--- config.mk ---
export PLATFORM = sky130hd
export DESIGN_NAME = mem_stage
export DESIGN_NICKNAME = d
export VERILOG_FILES = /design/src/rtl/mem_stage.sv
export SDC_FILE = /design/constraint.sdc
export NUM_CORES = 1
export LEC_CHECK = 0
export BUFFER_PORTS_ARGS = -buffer_cell sky130_fd_sc_hd__buf_2
export CORE_MARGIN = 5
export CORE_UTILIZATION = 49
export DETAILED_ROUTE_END_ITERATION = 6
export PLACE_DENSITY = 0.81
export SLEW_MARGIN = 20
export SYNTH_ARGS = -nofsm -noshare
export SYNTH_HDL_FRONTEND = slang
export SYNTH_SLANG_ARGS = --single-unit
export TNS_END_PERCENT = 20
--- constraint.sdc ---
create_clock -name clk -period 2.31 [get_ports clk]
set_clock_uncertainty 0.15 [all_clocks]
set_input_delay 0.1155 -clock clk [delete_from_list [all_inputs] [get_ports clk]]
set_output_delay 0.1155 -clock clk [all_outputs]
set_load 0.01 [all_outputs]
--- src/rtl/mem_stage.sv ---
// Memory-access stage: EX/MEM register, data-memory req/ack access,
// and MEM/WB register. Ports: EX-stage inputs (ex_*), data-memory
// handshake (dmem_*), mem_stall to the front end, mem_* MEM-stage
// forwarding source, wb_* MEM/WB outputs and WB forwarding source.
module mem_stage (
    input  logic        clk,
    input  logic        rstn,
    input  logic        ex_valid,
    input  logic        ex_flush,
    input  logic [31:0] ex_alu_result,
    input  logic [31:0] ex_mem_write_data,
    input  logic        ex_mem_read,
    input  logic        ex_mem_write,
    input  logic        ex_reg_write,
    input  logic        ex_mem_to_reg,
    input  logic [2:0]  ex_funct3,
    input  logic [4:0]  ex_rd,
    output logic        dmem_req,
    output logic        dmem_we,
    output logic [31:0] dmem_addr,
    output logic [31:0] dmem_wdata,
    output logic [3:0]  dmem_be,
    input  logic        dmem_ack,
    input  logic [31:0] dmem_rdata,
    output logic        mem_stall,
    output logic        mem_reg_write,
    output logic [4:0]  mem_rd,
    output logic [31:0] mem_forward_value,
    output logic        wb_valid,
    output logic        wb_reg_write,
    output logic [4:0]  wb_rd,
    output logic [31:0] wb_value,
    output logic        wb_misaligned
);

    typedef struct packed {
        logic        valid;
        logic        mem_read;
        logic        mem_write;
        logic        reg_write;
        logic        mem_to_reg;
        logic [2:0]  funct3;
        logic [4:0]  rd;
        logic [31:0] alu;
        logic [31:0] wdata;
    } ex_mem_t;

    typedef enum logic {IDLE, WAIT} state_t;

    ex_mem_t em, em_d;
    state_t  state, state_d;

    logic        word, half, is_mem;
    logic        mis_addr, mis, pending;
    logic [1:0]  lane;
    logic [7:0]  ld_byte;
    logic [15:0] ld_half;
    logic [31:0] ld_data;

    // EX/MEM: bubble on flush or invalid EX
    always_comb begin
        em_d = '0;
        if (ex_valid && !ex_flush) begin
            em_d.valid      = 1'b1;
            em_d.mem_read   = ex_mem_read;
            em_d.mem_write  = ex_mem_write;
            em_d.reg_write  = ex_reg_write;
            em_d.mem_to_reg = ex_mem_to_reg;
            em_d.funct3     = ex_funct3;
            em_d.rd         = ex_rd;
            em_d.alu        = ex_alu_result;
            em_d.wdata      = ex_mem_write_data;
        end
    end

    always_ff @(posedge clk or negedge rstn) begin
        if (!rstn) begin
            em <= '0;
        end else if (!mem_stall) begin
            em <= em_d;
        end
    end

    // funct3[1] set covers LW/SW and the undefined encodings
    assign lane   = em.alu[1:0];
    assign word   = em.funct3[1];
    assign half   = (em.funct3[1:0] == 2'b01);
    assign is_mem = em.mem_read | em.mem_write;

    always_comb begin
        mis_addr = 1'b0;
        unique case (1'b1)
            word:    mis_addr = (lane != 2'b00);
            half:    mis_addr = lane[0];
            default: mis_addr = 1'b0;
        endcase
    end

    assign mis     = em.valid & is_mem & mis_addr;
    assign pending = em.valid & is_mem & ~mis_addr;

    always_ff @(posedge clk or negedge rstn) begin
        if (!rstn) begin
            state <= IDLE;
        end else begin
            state <= state_d;
        end
    end

    always_comb begin
        state_d  = state;
        dmem_req = 1'b0;
        unique case (state)
            IDLE: begin
                dmem_req = pending;
                if (pending && !dmem_ack) state_d = WAIT;
            end
            WAIT: begin
                dmem_req = 1'b1;
                if (dmem_ack) state_d = IDLE;
            end
            default: state_d = IDLE;
        endcase
    end

    assign mem_stall = dmem_req & ~dmem_ack;
    assign dmem_we   = em.mem_write;
    assign dmem_addr = {em.alu[31:2], 2'b00};

    always_comb begin
        dmem_be    = 4'b0000;
        dmem_wdata = em.wdata;
        unique case (1'b1)
            word: dmem_be = 4'b1111;
            half: begin
                dmem_be    = lane[1] ? 4'b1100 : 4'b0011;
                dmem_wdata = {2{em.wdata[15:0]}};
            end
            default: begin
                dmem_be    = 4'b0001 << lane;
                dmem_wdata = {4{em.wdata[7:0]}};
            end
        endcase
    end

    assign ld_byte = 8'(dmem_rdata >> {lane, 3'b000});
    assign ld_half = lane[1] ? dmem_rdata[31:16] : dmem_rdata[15:0];

    always_comb begin
        ld_data = dmem_rdata;
        unique case (1'b1)
            word: ld_data = dmem_rdata;
            half: ld_data = em.funct3[2] ? {16'h0, ld_half}
                                         : {{16{ld_half[15]}}, ld_half};
            default: ld_data = em.funct3[2] ? {24'h0, ld_byte}
                                            : {{24{ld_byte[7]}}, ld_byte};
        endcase
    end

    assign mem_reg_write     = em.valid & em.reg_write & ~mis;
    assign mem_rd            = em.rd;
    assign mem_forward_value = em.alu;

    // A stalled cycle retires nothing, so WB sees each op once
    always_ff @(posedge clk or negedge rstn) begin
        if (!rstn) begin
            wb_valid      <= 1'b0;
            wb_reg_write  <= 1'b0;
            wb_rd         <= 5'd0;
            wb_value      <= 32'd0;
            wb_misaligned <= 1'b0;
        end else if (mem_stall) begin
            wb_valid      <= 1'b0;
            wb_reg_write  <= 1'b0;
            wb_misaligned <= 1'b0;
        end else begin
            wb_valid      <= em.valid;
            wb_reg_write  <= mem_reg_write;
            wb_rd         <= em.rd;
            wb_value      <= em.mem_to_reg ? ld_data : em.alu;
            wb_misaligned <= mis;
        end
    end

endmodule

==> results.md <==
- The final instance area is ~9000 um^2.
- The via count of the first global-routing pass is roughly 6300.
- The post-route DRC violation count is 0.
- ~260 I/O pins were placed.
- The area growth from synthesis to layout is 38.5%.
- The buffering stage count on the worst path with inverters included is 2.
- The worst slew margin relative to its limit is between 40% and 50%.
- The flow ran to the end, and the final reports show no timing, DRC or antenna violations.
- The total design power is 5.67 mW.
- The final number of max-transition violations came to 0.
- The clock net in this run drives a total of 118 sinks.
- The number of DRC violations after detailed-routing iteration 0 is roughly 440.
- The critical register-to-register path startpoint is mem_forward_value[1].
- Summing every instance area after synthesis gives approximately 6500 um^2.
- Across the run, the number of max-cap violations was 0.
- The core area is 13100 um^2.
- After global routing the overflow that remains totals 0.
- The clock tree synthesis step divided the H-tree into 4 levels.
- The number of antenna violations at the first check in global routing is 2.
- The most utilized layer in the global route result is met2.
- Global routing used 34.6% of the available met1 tracks.
- Summing over every cut layer, the via total after detailed routing is ~6100.
- The most critical setup path has its startpoint at em[70].
- The number of synthesized flops with an enable pin is 0.
- STA puts the critical path data arrival time at slightly below 2 ns.
- Of the total synthesized cell area, the portion taken by full adders, half adders and majority gates is 0%.
- Broken down by cell family, the worst path's largest delay share belongs to flip-flops.
- The largest individual stage delay along the critical path comes from the cell dfrtp_2.
- In the synthesized netlist the dominant register cell turns out to be dfrtp_1.
- The overall fraction of global-route tracks in use is between 20% and 30%.
- The wire length per cell is around 21 um.
- The area after detailed placement is 7410 um^2.
- Setup repair after global routing could not meet its margin everywhere.
- At the pin with the least slew margin, the transition time is about 0.76 ns.
- The worst setup path is launched from a flip-flop.
- The routing usage on met2 is 47.2%.
- The critical setup path kind is reg2out.
- The fraction of synthesized area in multiplexers is ~7.6%.
- The minimum period implied by the final worst setup slack is 2.25 ns.
- The internal power is ~4.2 mW.
- The static leakage is 4.53 nW.
- The gate count of the mapped netlist is slightly above 600.
- The number of iterations in the first detailed-routing pass is 5.
- The worst setup path is captured at a primary output.
- The area fraction in compound gates after synthesis is 22.6%.
- TritonCTS built the clock tree.
- The class of the most critical hold timing path is in2reg.
- The initial utilization of the core area, before any placement, comes to 49.5%.
- The clock buffer count from CTS is 17.
- The largest fanout on the critical path is 35.
- The wire-length estimate of the detail-placed layout is ~14000 um.
- The clock reaches the later pin of the worst-skew pair after 0.42 ns.
- During synthesis, Yosys emitted a total of 0 warnings.
- The critical path goes through buf_12 > nor2_4 > mux2_2 > buf_2.
- The met3 routing resource usage after global routing is 9.51%.
- VDD sags by at most ~0.44 mV.
- The area share of xor/xnor cells in the synthesized design is 0%.
- Clock-pin slew was measured on the worst setup and hold paths at 0.06 ns.
- In this run the power spent charging and discharging nets is between 1.5 and 2 mW.
- The largest net degree at the start of global routing is 48.
- In this run, the combinational gates consume roughly 18% of the power.
- In this run the tool buffered the top-level ports with approximately 260 buffer cells.
- The number of synthesized register bits is around 120.
- The number of endpoints with negative hold slack in the final report is 0.
- The switching fraction of total power is a little over a quarter.
- The post-route worst hold slack is between 0.009 and 0.01 ns.
- The power density normalized to cell area is roughly 630 nW/um^2.
- The maximum clock rate is 444 MHz.
- The width of the die is roughly 120 um.
- The number of fill cells is a little under 1000.
- The number of core rows is between 40 and 50.
- The clock passes through at most 2 buffers.
- The share of final-layout standard cells stronger than drive strength 1 is approximately two fifths.
- Using the TritonRoute via totals, the vias-per-cell ratio works out to ~5.7.
- The startpoint identified for the worst hold timing path is dmem_rdata[6].
- The antenna violation net count after detailed routing is 0.
- Data on the critical path is required at its endpoint by roughly 2 ns.
- For this run, the post-layout net count is about 990.
- The synthesized netlist devotes 10.7% of its cell area to simple gates.
- The portion of the post-synthesis area used by sequential elements is a little under half.
- Sequential cells account for between 40 and 50% of the total power.
- The stage delay of the slowest cell on the critical path is just over 0.5 ns.
- The distinct cell type count after synthesis is 55.
- Setup violations remaining at the end of the flow were counted as 0.
- The final critical-path share of the clock period is between 90% and 100%.
- In this run the vertical extent of the chip is roughly 120 um.
- In this run the mean area of a mapped cell was around 11 um^2.
- The final RePlAce weighted congestion is around 0.9.
- The die covers between 15000 and 20000 um^2.
- The final layout contains routed wiring with a total length of between 20000 and 25000 um.
- The clock network fraction of design power is approximately two fifths.
- The proportion of synthesized flip-flops having asynchronous set or reset is 100%.
- CTS placed an instance of clkbuf_16 at the clock tree root.
- The first-pass GRT wire length is between 30000 and 40000 um.
- By area, the combinational part of the netlist is dominated by compound AO/OA/AOI/OAI gates.
==> placed cells by master (no fill, tap or decap), drive strengths merged, types with 6 or more instances in the layout <==
cell type and count:
nand2 36, a21oi 12, nor2b 10, nand2b 7
a31oi 12, dfrtp 118, dlygate4sd3 97, nor3b 17
a22o 76, and2 7, nor3 10, o21ai 11
nand3 15, o221ai 15, clkbuf 26, o21bai 6
mux2 34, mux2i 10, o2bb2ai 17, buf 281
nor2 12, a211oi 6, inv 6
==> worst min-delay path, cell delays in order <==
cell	delay (ns)
buf_2	0.10
nand2b_1	0.13
o2111ai_1	0.10
a31oi_1	0.09
==> logic make-up (layout without fill, tap and decap cells) <==
| logic type | after synthesis | count (layout) |
|---|---|---|
| buffers and inverters | 135 | 416 |
| multiplexers | 44 | 44 |
| AND/OR/NAND/NOR | 127 | 127 |
| other | 1 | 4 |
| AO/OA/AOI/OAI | 179 | 179 |
| flip-flops | 118 | 118 |
==> synthesized netlist by cell type (2+ instances only) <==
library cell	number	area [um^2]
dfrtp_1	118	2950
buf_4	88	661
a22o_1	76	666
nand2_1	35	131
mux2_2	32	360
buf_2	24	120
nor3b_1	17	128
o2bb2ai_1	17	149
nand3_1	15	75.1
o221ai_1	15	131
clkbuf_1	14	52.6
a31oi_1	12	75.1
a21oi_1	11	55.1
nor2_1	11	41.3
mux2i_1	10	100
nor2b_1	10	62.6
nor3_1	10	50.1
o21ai_0	10	50.1
and2_1	7	43.8
nand2b_1	7	43.8
a211oi_1	6	45.0
inv_1	6	22.5
o21bai_1	6	45.0
a222oi_1	5	50.1
a2111o_1	3	33.8
and3_1	3	18.8
and3b_1	3	26.3
a211o_1	2	17.5
a21o_1	2	15.0
mux2_4	2	30.0
nor4b_1	2	17.5
o22ai_1	2	12.5
==> worst paths after layout <==
path	endpoint	slack, ns	cells after the start
hold reg to reg	wb_value[19]	0.34	1
setup reg to reg	wb_value[29]	0.14	5
max in group asynchronous	em[13]	1.18	3
setup / recovery	dmem_wdata[12]	0.06	4
hold / removal	wb_value[6]	0.009	4
min in group asynchronous	mem_forward_value[16]	0.13	2
==> sequential cells by signal, summed over array words and instances (netlist names) <==
name               flops
wb_reg_write           1
dmem_we                1
wb_rd                  5
wb_misaligned          1
mem_forward_value     32
wb_valid               1
state                  1
wb_value              32
em                    39
mem_rd                 5
==> power by group through the flow <==
stage,Combinational [mW],Sequential (mW),Clock (mW)
2_1_floorplan,0.493,2.32,0
3_5_place_dp,0.849,2.32,0
3_3_place_gp,0.835,2.32,0
5_1_grt,1.08,2.30,2.50
6_report,1.01,2.29,2.38
4_1_cts,0.985,2.29,2.40
==> area by class of cell <==
cell class	count	area, um^2	area share [%]
antenna	2	5.00	0.0558
clock buffer	26	509	5.68
clock inverter	4	20.0	0.223
inverter	7	27.5	0.307
multi-input combinational	352	2690	29.9
sequential	118	2960	33.0
tap	176	220	2.46
timing repair buffer	379	2550	28.4
==> repair_timing <==
| item | in CTS | in global routing |
|---|---|---|
| pin swaps | 0 | 0 |
| gates cloned | 1 | 0 |
| endpoints found under the setup margin | 9 | 10 |
| buffers inserted | 0 | 0 |
| hold endpoints to repair | 138 | 0 |
| resized for setup | 3 | 4 |
| hold buffers | 97 | 0 |
==> metrics by stage <==
stage	worst slack (ns)	std cells	utilization [%]	setup TNS (ns)
after floorplan	0.439	605	-	0
after global placement	0.191	934	56.6	0
after detailed placement	0.142	934	56.6	0
after CTS	0.000479	1062	68.4	0
after global routing	-0.00688	1063	68.5	-0.00688
final	0.0563	1064	68.5	0
==> metal layers <==
metal,share of wire [%],vias to the layer above
met5,0.058,-
met4,2.1,2
met3,9.6,43
met2,50,396
met1,38,2950
li1,-,2720
(Power assumes the default switching activity.)
